[src/rtl/mlp_pkg.sv]
// Shared types and constants for the MLP MAC sequencer.
// Optional bias support is enabled with MLP_SEQ_BIAS_EN.
package mlp_pkg;

  typedef enum logic [1:0] {
    IDLE = 2'd0,
    RUN  = 2'd1,
    EMIT = 2'd2
  } seq_state_t;

  localparam logic [1:0] WR_SEL_WEIGHT = 2'd0;
  localparam logic [1:0] WR_SEL_INPUT  = 2'd1;
  localparam logic [1:0] WR_SEL_BIAS   = 2'd2;

  typedef logic [3:0]  nib_t;
  typedef logic [15:0] acc_t;

  function automatic acc_t sext16(input logic [7:0] v);
    return {{8{v[7]}}, v};
  endfunction

endpackage

[src/rtl/mlp_mac_sequencer_if.sv]
// Result handshake between the MAC sequencer and its consumer.
// Master drives valid/data/index, slave drives ready.
interface mlp_mac_sequencer_if;
  import mlp_pkg::*;

  logic       y_valid;
  logic       y_ready;
  acc_t       y_data;
  logic [7:0] y_idx;

  modport master (
    output y_valid,
    output y_data,
    output y_idx,
    input  y_ready
  );

  modport slave (
    input  y_valid,
    input  y_data,
    input  y_idx,
    output y_ready
  );

endinterface

[src/rtl/mlp_operand_store.sv]
// Weight/input (and, with MLP_SEQ_BIAS_EN, bias) register file.
// One write port, combinational reads indexed by neuron n and input k.
module mlp_operand_store
  import mlp_pkg::*;
#(
  parameter int N_IN  = 8,
  parameter int N_OUT = 4
) (
  input  logic       clk,
  input  logic       rst_n,
  input  logic       we,
  input  logic [1:0] sel,
  input  logic [7:0] addr,
  input  logic [7:0] data,
  input  logic [7:0] n,
  input  logic [7:0] k,
  input  logic [7:0] b_idx,
  output nib_t       x_rd,
  output nib_t       w_rd,
  output logic [7:0] b_rd
);

  localparam int NW = N_IN * N_OUT;
  localparam int AW = (NW > 1) ? $clog2(NW) : 1;
  localparam int KW = (N_IN > 1) ? $clog2(N_IN) : 1;

  nib_t        w_q [NW];
  nib_t        x_q [N_IN];
  logic        w_hit;
  logic        x_hit;
  logic [15:0] a16;
  logic [15:0] w_idx;

  assign a16   = 16'(addr);
  assign w_hit = we && (sel == WR_SEL_WEIGHT) && (32'(addr) < NW);
  assign x_hit = we && (sel == WR_SEL_INPUT) && (32'(addr) < N_IN);

  always_ff @(posedge clk or negedge rst_n) begin
    if (!rst_n) begin
      for (int i = 0; i < NW; i++) w_q[i] <= '0;
      for (int i = 0; i < N_IN; i++) x_q[i] <= '0;
    end else begin
      if (w_hit) w_q[a16[AW-1:0]] <= data[3:0];
      if (x_hit) x_q[addr[KW-1:0]] <= data[3:0];
    end
  end

  // Row-major weight layout: neuron n owns entries n*N_IN .. n*N_IN+N_IN-1
  assign w_idx = 16'(n) * 16'(N_IN) + 16'(k);
  assign w_rd  = w_q[w_idx[AW-1:0]];
  assign x_rd  = x_q[k[KW-1:0]];

`ifdef MLP_SEQ_BIAS_EN
  localparam int NB = (N_OUT > 1) ? $clog2(N_OUT) : 1;

  logic [7:0] b_q [N_OUT];
  logic       b_hit;
  logic       unused_bi;

  assign b_hit     = we && (sel == WR_SEL_BIAS) && (32'(addr) < N_OUT);
  assign unused_bi = ^b_idx;

  always_ff @(posedge clk or negedge rst_n) begin
    if (!rst_n) begin
      for (int i = 0; i < N_OUT; i++) b_q[i] <= '0;
    end else if (b_hit) begin
      b_q[addr[NB-1:0]] <= data;
    end
  end

  assign b_rd = b_q[b_idx[NB-1:0]];
`else
  logic unused_b;

  assign unused_b = ^{b_idx, data[7:4]};
  assign b_rd     = '0;
`endif

endmodule

[src/rtl/mlp_mac_sequencer.sv]
// Streams (x, w) pairs into a combinational MAC, owns the accumulator
// and emits per-neuron ReLU results. Bias init via MLP_SEQ_BIAS_EN.
module mlp_mac_sequencer
  import mlp_pkg::*;
#(
  parameter int N_IN  = 8,
  parameter int N_OUT = 4
) (
  input  logic                       clk,
  input  logic                       rst_n,
  input  logic                       wr_en,
  input  logic [1:0]                 wr_sel,
  input  logic [7:0]                 wr_addr,
  input  logic [7:0]                 wr_data,
  input  logic                       start,
  output logic                       busy,
  output nib_t                       mac_i,
  output nib_t                       mac_w,
  output acc_t                       mac_t,
  input  acc_t                       mac_total,
  input  acc_t                       mac_relu,
  mlp_mac_sequencer_if.master        yif,
  output logic                       done
);

  seq_state_t state_q, state_d;
  logic [7:0] n_q, k_q, y_idx_q;
  acc_t       acc_q, y_data_q, init_val;
  logic       done_q;
  nib_t       x_rd, w_rd;
  logic [7:0] b_rd, b_idx;
  logic       wr_ok, last_k, last_n;

  assign wr_ok  = wr_en && (state_q == IDLE);
  assign last_k = (k_q == 8'(N_IN - 1));
  assign last_n = (n_q == 8'(N_OUT - 1));
  assign b_idx  = (state_q == IDLE) ? 8'd0 : n_q + 8'd1;

  mlp_operand_store #(
    .N_IN  (N_IN),
    .N_OUT (N_OUT)
  ) u_store (
    .clk   (clk),
    .rst_n (rst_n),
    .we    (wr_ok),
    .sel   (wr_sel),
    .addr  (wr_addr),
    .data  (wr_data),
    .n     (n_q),
    .k     (k_q),
    .b_idx (b_idx),
    .x_rd  (x_rd),
    .w_rd  (w_rd),
    .b_rd  (b_rd)
  );

`ifdef MLP_SEQ_BIAS_EN
  logic [7:0] b_src;

  // A bias written on the start edge must already seed the accumulator
  assign b_src    = (wr_ok && (wr_sel == WR_SEL_BIAS) && (wr_addr == b_idx))
                  ? wr_data : b_rd;
  assign init_val = sext16(b_src);
`else
  logic unused_b;

  assign unused_b = ^b_rd;
  assign init_val = '0;
`endif

  always_ff @(posedge clk or negedge rst_n) begin
    if (!rst_n) state_q <= IDLE;
    else        state_q <= state_d;
  end

  always_comb begin
    state_d = state_q;
    unique case (state_q)
      IDLE:    if (start) state_d = RUN;
      RUN:     if (last_k) state_d = EMIT;
      EMIT:    if (yif.y_ready) state_d = last_n ? IDLE : RUN;
      default: state_d = IDLE;
    endcase
  end

  always_ff @(posedge clk or negedge rst_n) begin
    if (!rst_n) begin
      n_q      <= '0;
      k_q      <= '0;
      acc_q    <= '0;
      y_data_q <= '0;
      y_idx_q  <= '0;
      done_q   <= 1'b0;
    end else begin
      done_q <= 1'b0;
      unique case (state_q)
        IDLE: begin
          if (start) begin
            n_q   <= '0;
            k_q   <= '0;
            acc_q <= init_val;
          end
        end
        RUN: begin
          acc_q <= mac_total;
          k_q   <= k_q + 8'd1;
          if (last_k) begin
            y_data_q <= mac_relu;
            y_idx_q  <= n_q;
          end
        end
        EMIT: begin
          if (yif.y_ready) begin
            k_q <= '0;
            if (last_n) begin
              n_q    <= '0;
              done_q <= 1'b1;
            end else begin
              n_q   <= n_q + 8'd1;
              acc_q <= init_val;
            end
          end
        end
        default: ;
      endcase
    end
  end

  assign busy        = (state_q != IDLE);
  assign done        = done_q;
  assign mac_i       = (state_q == RUN) ? x_rd : '0;
  assign mac_w       = (state_q == RUN) ? w_rd : '0;
  assign mac_t       = acc_q;
  assign yif.y_valid = (state_q == EMIT);
  assign yif.y_data  = y_data_q;
  assign yif.y_idx   = y_idx_q;

endmodule

[src/flat_wrapper.sv]
// flat-port wrapper written by rule: the top's interface ports become plain ports
module mlp_mac_sequencer_flat import mlp_pkg::*;
#(
  parameter int N_IN  = 8,
  parameter int N_OUT = 4
)
  (clk, rst_n, wr_en, wr_sel, wr_addr, wr_data, start, busy, mac_i, mac_w, mac_t, mac_total, mac_relu, done, yif_y_valid, yif_y_data, yif_y_idx, yif_y_ready);
  mlp_mac_sequencer_if yif_i ();
  input  logic clk;
  input  logic rst_n;
  input  logic wr_en;
  input  logic [1:0] wr_sel;
  input  logic [7:0] wr_addr;
  input  logic [7:0] wr_data;
  input  logic start;
  output logic busy;
  output nib_t mac_i;
  output nib_t mac_w;
  output acc_t mac_t;
  input  acc_t mac_total;
  input  acc_t mac_relu;
  output logic done;
  output wire logic [$bits(yif_i.y_valid)-1:0] yif_y_valid;
  output wire logic [$bits(yif_i.y_data)-1:0] yif_y_data;
  output wire logic [$bits(yif_i.y_idx)-1:0] yif_y_idx;
  input wire logic [$bits(yif_i.y_ready)-1:0] yif_y_ready;
  assign yif_y_valid = yif_i.y_valid;
  assign yif_y_data = yif_i.y_data;
  assign yif_y_idx = yif_i.y_idx;
  assign yif_i.y_ready = yif_y_ready;
  mlp_mac_sequencer #(.N_IN(N_IN), .N_OUT(N_OUT)) u_core (.clk(clk), .rst_n(rst_n), .wr_en(wr_en), .wr_sel(wr_sel), .wr_addr(wr_addr), .wr_data(wr_data), .start(start), .busy(busy), .mac_i(mac_i), .mac_w(mac_w), .mac_t(mac_t), .mac_total(mac_total), .mac_relu(mac_relu), .yif(yif_i), .done(done));
endmodule
[config.mk]
export PLATFORM = sky130hd
export DESIGN_NAME = mlp_mac_sequencer_flat
export DESIGN_NICKNAME = d
export VERILOG_FILES = /design/src/rtl/mlp_pkg.sv /design/src/rtl/mlp_mac_sequencer_if.sv /design/src/rtl/mlp_operand_store.sv /design/src/rtl/mlp_mac_sequencer.sv /design/src/flat_wrapper.sv
export SDC_FILE = /design/constraint.sdc
export NUM_CORES = 1
export LEC_CHECK = 0
export ABC_CLOCK_PERIOD_IN_PS = 2900
export CAP_MARGIN = 0
export CORE_UTILIZATION = 45
export CTS_CLUSTER_DIAMETER = 200
export DETAILED_ROUTE_END_ITERATION = 7
export DONT_BUFFER_PORTS = 1
export GPL_TIMING_DRIVEN = 0
export PLACE_DENSITY_LB_ADDON = 0.08
export SLEW_MARGIN = 20
export SYNTH_ARGS = -nofsm -noshare
export SYNTH_HDL_FRONTEND = slang
export SYNTH_HIERARCHICAL = 1
export SYNTH_SLANG_ARGS = --single-unit
[constraint.sdc]
create_clock -name clk -period 2.9 [get_ports clk]
set_clock_uncertainty 0.15 [all_clocks]
set_input_delay 0.29 -clock clk [delete_from_list [all_inputs] [get_ports clk]]
set_output_delay 0.29 -clock clk [all_outputs]
set_load 0.03 [all_outputs]
Word-level counts from Yosys, hierarchy flattened

Index checks and enable logic that the tools add are counted.

Logic and storage cells: 120
Bits in registers: 219
Input bits: 55

Bitwise operators: 4
Equal/unequal tests: 9
Add/sub/neg operators: 3
Reductions and logical operators: 17
$lt $le $gt $ge: 8
Muxes and demuxes: 32

Operators by type and width:

| kind                  | count |
|---|---|
| $bwmux W128           | 1 |
| $mux W16              | 3 |
| $pmux W16 S3          | 1 |
| $bwmux W32            | 1 |
| $mux W4               | 8 |
| $mux W8               | 4 |
| $pmux W8 S3           | 1 |
| $bmux W4 S5           | 1 |
| $demux W4 S5          | 1 |
| $add A8 B1 Y8 const B | 2 |
| $pmux W8 S2           | 1 |
| $bmux W4 S3           | 1 |
| $demux W4 S3          | 1 |
| $ge A6 B6 Y1 const B  | 2 |
| $not A5 Y6            | 2 |
| $reduce_and A3 Y1     | 3 |
| $eq A8 B2 Y1 const B  | 1 |
| $eq A8 B3 Y1 const B  | 1 |
| $ge A4 B4 Y1 const B  | 2 |
| $lt A8 B4 Y1 const B  | 1 |
| $lt A8 B6 Y1 const B  | 1 |
| $not A3 Y4            | 2 |
| $logic_and A1 B1 Y1   | 7 |
| $lt A6 B1 Y1 const B  | 1 |
| 14 further kinds      | 24 |

Depth between registers and ports, before layout

Depth in word-level cells: 6
Mapped depth: 7

Modules after synthesis

Netlist, hierarchy kept.

By module, submodules not included:

| module            | sequential area each (µm²) | instances | cells an instance | area an instance (µm²) |
|---|---|---|---|---|
| mlp_operand_store | 4003.8                     | 1         | 502               | 7654.8 |
| mlp_mac_sequencer | 1476.4                     | 1         | 224               | 2725.1 |

Worst setup path before layout

Ideal clock, no wire load.

Path kind: register to register
Start point: register u_core.state_q[0]
End point: register u_core/u_store/w_q[98] in the netlist's numbering
Path buffers: 1
Slack: 119 ps
Required time: 2622 ps
Clock period less this slack: 2781 ps
Stages on the path, launching flop included: 8
Arrival time: 2504 ps
Setup time: 128 ps
Cell sequence: dfrtp_1 > clkbuf_1 > nor2_1 > and2_1 > or4b_4 > nor4b_4 > nand2_1 > mux2_1

Cells in the longest elaborated chain, start to end: 4

Ends and longest elaborated chain:

| element                           | line                    | RTL |
|---|---|---|
| from (decl)                       | mlp_mac_sequencer.sv:26 | `seq_state_t state_q, state_d;` |
| from (signal assigned)            | mlp_mac_sequencer.sv:73 | `else state_q <= state_d;` |
| $logic_not A2 Y1                  | n/a                     |  |
| $logic_and A1 B1 Y1               | mlp_mac_sequencer.sv:34 | `assign wr_ok = wr_en && (state_q == IDLE);` |
| via u_core.wr_ok                  | mlp_mac_sequencer.sv:32 | `logic wr_ok, last_k, last_n;` |
| $logic_and A1 B1 Y1 (2 in series) | mlp_operand_store.sv:35 | `assign w_hit = we && (sel == WR_SEL_WEIGHT) && (32'(addr) < NW);` |
| to (signal, indexed assignment)   | mlp_operand_store.sv:43 | `if (w_hit) w_q[a16[AW-1:0]] <= data[3:0];` |
| to (decl)                         | mlp_operand_store.sv:27 | `nib_t w_q [NW];` |

The timed path passes the listed nets, and every way through them passes these cells.
A chain may end at the register's enable or synchronous reset.

Worst setup path in the final report

Start point: register u_core.k_q[1]
End point: output mac_w[1]

Cells in the longest elaborated chain, start to end: 6

Ends and longest elaborated chain:

| element                                     | line                     | RTL |
|---|---|---|
| from (decl)                                 | mlp_mac_sequencer.sv:27  | `logic [7:0] n_q, k_q, y_idx_q;` |
| from (signal assigned)                      | mlp_mac_sequencer.sv:106 | `k_q <= k_q + 8'd1;` |
| $add A5 B5 Y5                               | mlp_operand_store.sv:49  | `assign w_idx = 16'(n) * 16'(N_IN) + 16'(k);` |
| $not A5 Y6 (not written as such)            | mlp_operand_store.sv:50  | `assign w_rd = w_q[w_idx[AW-1:0]];` |
| $bmux W4 S5                                 | mlp_operand_store.sv:50  |  |
| $mux W4 (not written as such) (2 in series) | mlp_operand_store.sv:50  |  |
| via u_core.w_rd[1]                          | mlp_mac_sequencer.sv:30  | `nib_t x_rd, w_rd;` |
| $mux W4                                     | mlp_mac_sequencer.sv:132 | `assign mac_w = (state_q == RUN) ? w_rd : '0;` |
| to (decl)                                   | flat_wrapper.sv:18       | `output nib_t mac_w;` |

The timed path passes the listed nets, and every way through them passes these cells. The select of a mux whose other input is x is not followed.

==> out/qor.csv <==
metric;value;unit
violations;DRC, hold timing, capacitance limit, slew limit;
syn-num-nets;762;
critPathMostFrequentCell;buf_12;
worst_pin_slew;1520;ps
cp-end-kind;primary output;
ir_worst_vdd;0.476;mV
swShare;33.0;%
gr-usage-all-layers;21.0;%
status;complete, but fails checks;
ys_warn_count;6;
cts.sinks;219;
wire_per_inst;22.2;µm
path_class;register to primary output;
slowest_delay;540;ps
met1_length;10100;µm
p_comb_share;24.2;%
start_util;46.5;%
p_leak;5.62;nW
p_int;6.16;mW
max_slew_margin;-1.47;%
die_h;153;µm
highest_layer;met4;
cp_max_fo;10;
syn_to_final_growth;16.8;%
wl_met2;11500;µm
required;2460;ps
clock_tree.buffer_depth;3;
finalMaxSlewViolations;6;
drtIter0Drc;323;
worstPathArrival;2400;ps
r2r_cells;8;
htreeDepth;1;
worst_path_max_delay_cell;mux4_2;
wl;23700;µm
grt_setup_unrepaired;yes;
grt_max_degree;220;
diodes;0;
pwr-share-clk;32.0;%
powerDensity;769;nW/µm²
cts.clk_slew.worst_paths;50;ps
rows;54;
vias;6085;
max_freq;353;MHz
cts_tree;done;
finalCritPeriodShare;97.8;%
syn_avg_cell_area;14.6;µm²
fin_crit;2840;ps
switchingPower;3.03;mW
antenna_found_initial;0;
crit_chain;buf_12, buf_12, mux4_2, a211oi_2, a211oi_1, and2_4;
drc;16;
cts_hold_buf;34;
io_buffers;0;
clock_latency;510;ps
nets;829;
met3_length;1410;µm
netlist_instances;703;
max_cap_violations;1;
ant_nets;0;
place_congestion;0.811;
dpl.hpwl;15800;µm
die_width;153;µm
finalSetupViolations;0;
holdWs;-672;ps
overflow;0;
reg2reg_to;u_core/u_store/w_q[76];
grt_pass1_wl;37900;µm
critPathBufInv;2;
ios;106;
pwr-share-seq;43.8;%
grt_pass1_vias;6668;
routed_via_density;5.71;
core_area;22000;µm²
synth_area;10200;µm²
drive_gt1_share;43.1;%
dieArea;23300;µm²
r2r_setup_slack;130;ps
first_pass_iters;8;
r2r-start;u_core/state_q[0];
hp-class;input port to async pin;
postLayoutCoreUtil;54.3;%
path_delay_family;multiplexers;
cts_made_buffers;25;
cts_root_buf;clkbuf_16;
hold_violations;219;
worst_setup_path_start_kind;register;
worst register-to-register path, delay by kind of cell, from the launching register on:
family	cells	cell delay [ps]
multiplexers	1	410
flip-flops	1	350
AND/OR/NAND/NOR	5	1370
buffers and inverters	2	380
final cells by class:
type | instances | area, µm²
buffer | 42 | 283
clock buffer | 37 | 711
clock inverter | 5 | 52.6
fill | 1780 | 10100
inverter | 7 | 26.3
multi-input combinational | 433 | 4640
sequential | 219 | 5480
tap | 280 | 350
timing repair buffer | 42 | 408
state kept, by name (all words and copies together) (netlist names):
signal	cells
u_core/n_q	8
u_core/state_q	2
u_core/mac_t	16
u_core/u_store/x_q	32
u_core/done	1
u_core/yif.y_data	16
u_core/k_q	8
u_core/yif.y_idx	8
u_core/u_store/w_q	128
stage by stage:
stage | cell area (µm²) | power (mW) | TNS, ps | std cells | setup WS, ps
after floorplan | 10200 | 5.49 | 0 | 703 | 420
after detailed placement | 10600 | 5.97 | -16710 | 983 | -318
after global placement | 10600 | 5.94 | -12440 | 983 | -309
final | 12000 | 9.20 | 0 | 1065 | 64.1
after CTS | 11900 | 9.24 | -10.4 | 1065 | -10.4
after global routing | 12000 | 9.61 | -43.9 | 1065 | -27.6
worst max-delay path by stage:
stage,endpoint,cells after the start,from
final,mac_w[1],6,u_core/k_q[1]
after global placement,mac_w[1],7,u_core/k_q[2]
after CTS,mac_i[0],5,u_core/state_q[0]
after floorplan,u_core/u_store/w_q[98],7,u_core/state_q[0]
after global routing,mac_w[1],6,u_core/k_q[1]
after detailed placement,mac_w[1],7,u_core/k_q[2]
what timing repair did:
| action | 4_1_cts | 5_1_grt |
|---|---|---|
| resized for setup | 45 | 18 |
| endpoints found under the hold margin | 256 | 219 |
| buffers inserted | 6 | 2 |
| endpoints found under the setup margin | 152 | 124 |
| pin swaps | 4 | 0 |
layer usage:
layer	up-vias	track usage, %
met5	-	0
met4	0	5.58
met3	40	4.18
met2	152	36.0
met1	3169	27.3
li1	2724	-
power groups by stage:
stage                     clock, mW  sequential, mW  combinational (mW)
final                          2.94            4.03                2.23
after detailed placement          0            4.06                1.91
after global routing           3.15            4.06                2.39
after floorplan                   0            4.00                1.49
after global placement            0            4.06                1.88
after CTS                      3.03            4.01                2.19
cell usage in the layout, fill, tap and decap left out, types with 6 or more instances in the layout:
cell type / count
a211oi_1: 9
a21oi_1: 6
a22o_1: 17
buf_2: 9
buf_4: 8
buf_6: 7
clkbuf_1: 27
clkbuf_16: 25
dfrtp_1: 217
dlygate4sd3_1: 34
inv_1: 7
mux2_1: 6
mux2_2: 169
mux2_4: 21
mux4_2: 40
nand2_1: 41
nand2_2: 6
nand3_1: 8
nor2_1: 16
o21ai_0: 8
xnor2_1: 6
Note: power is estimated with default switching activity, not from simulation.
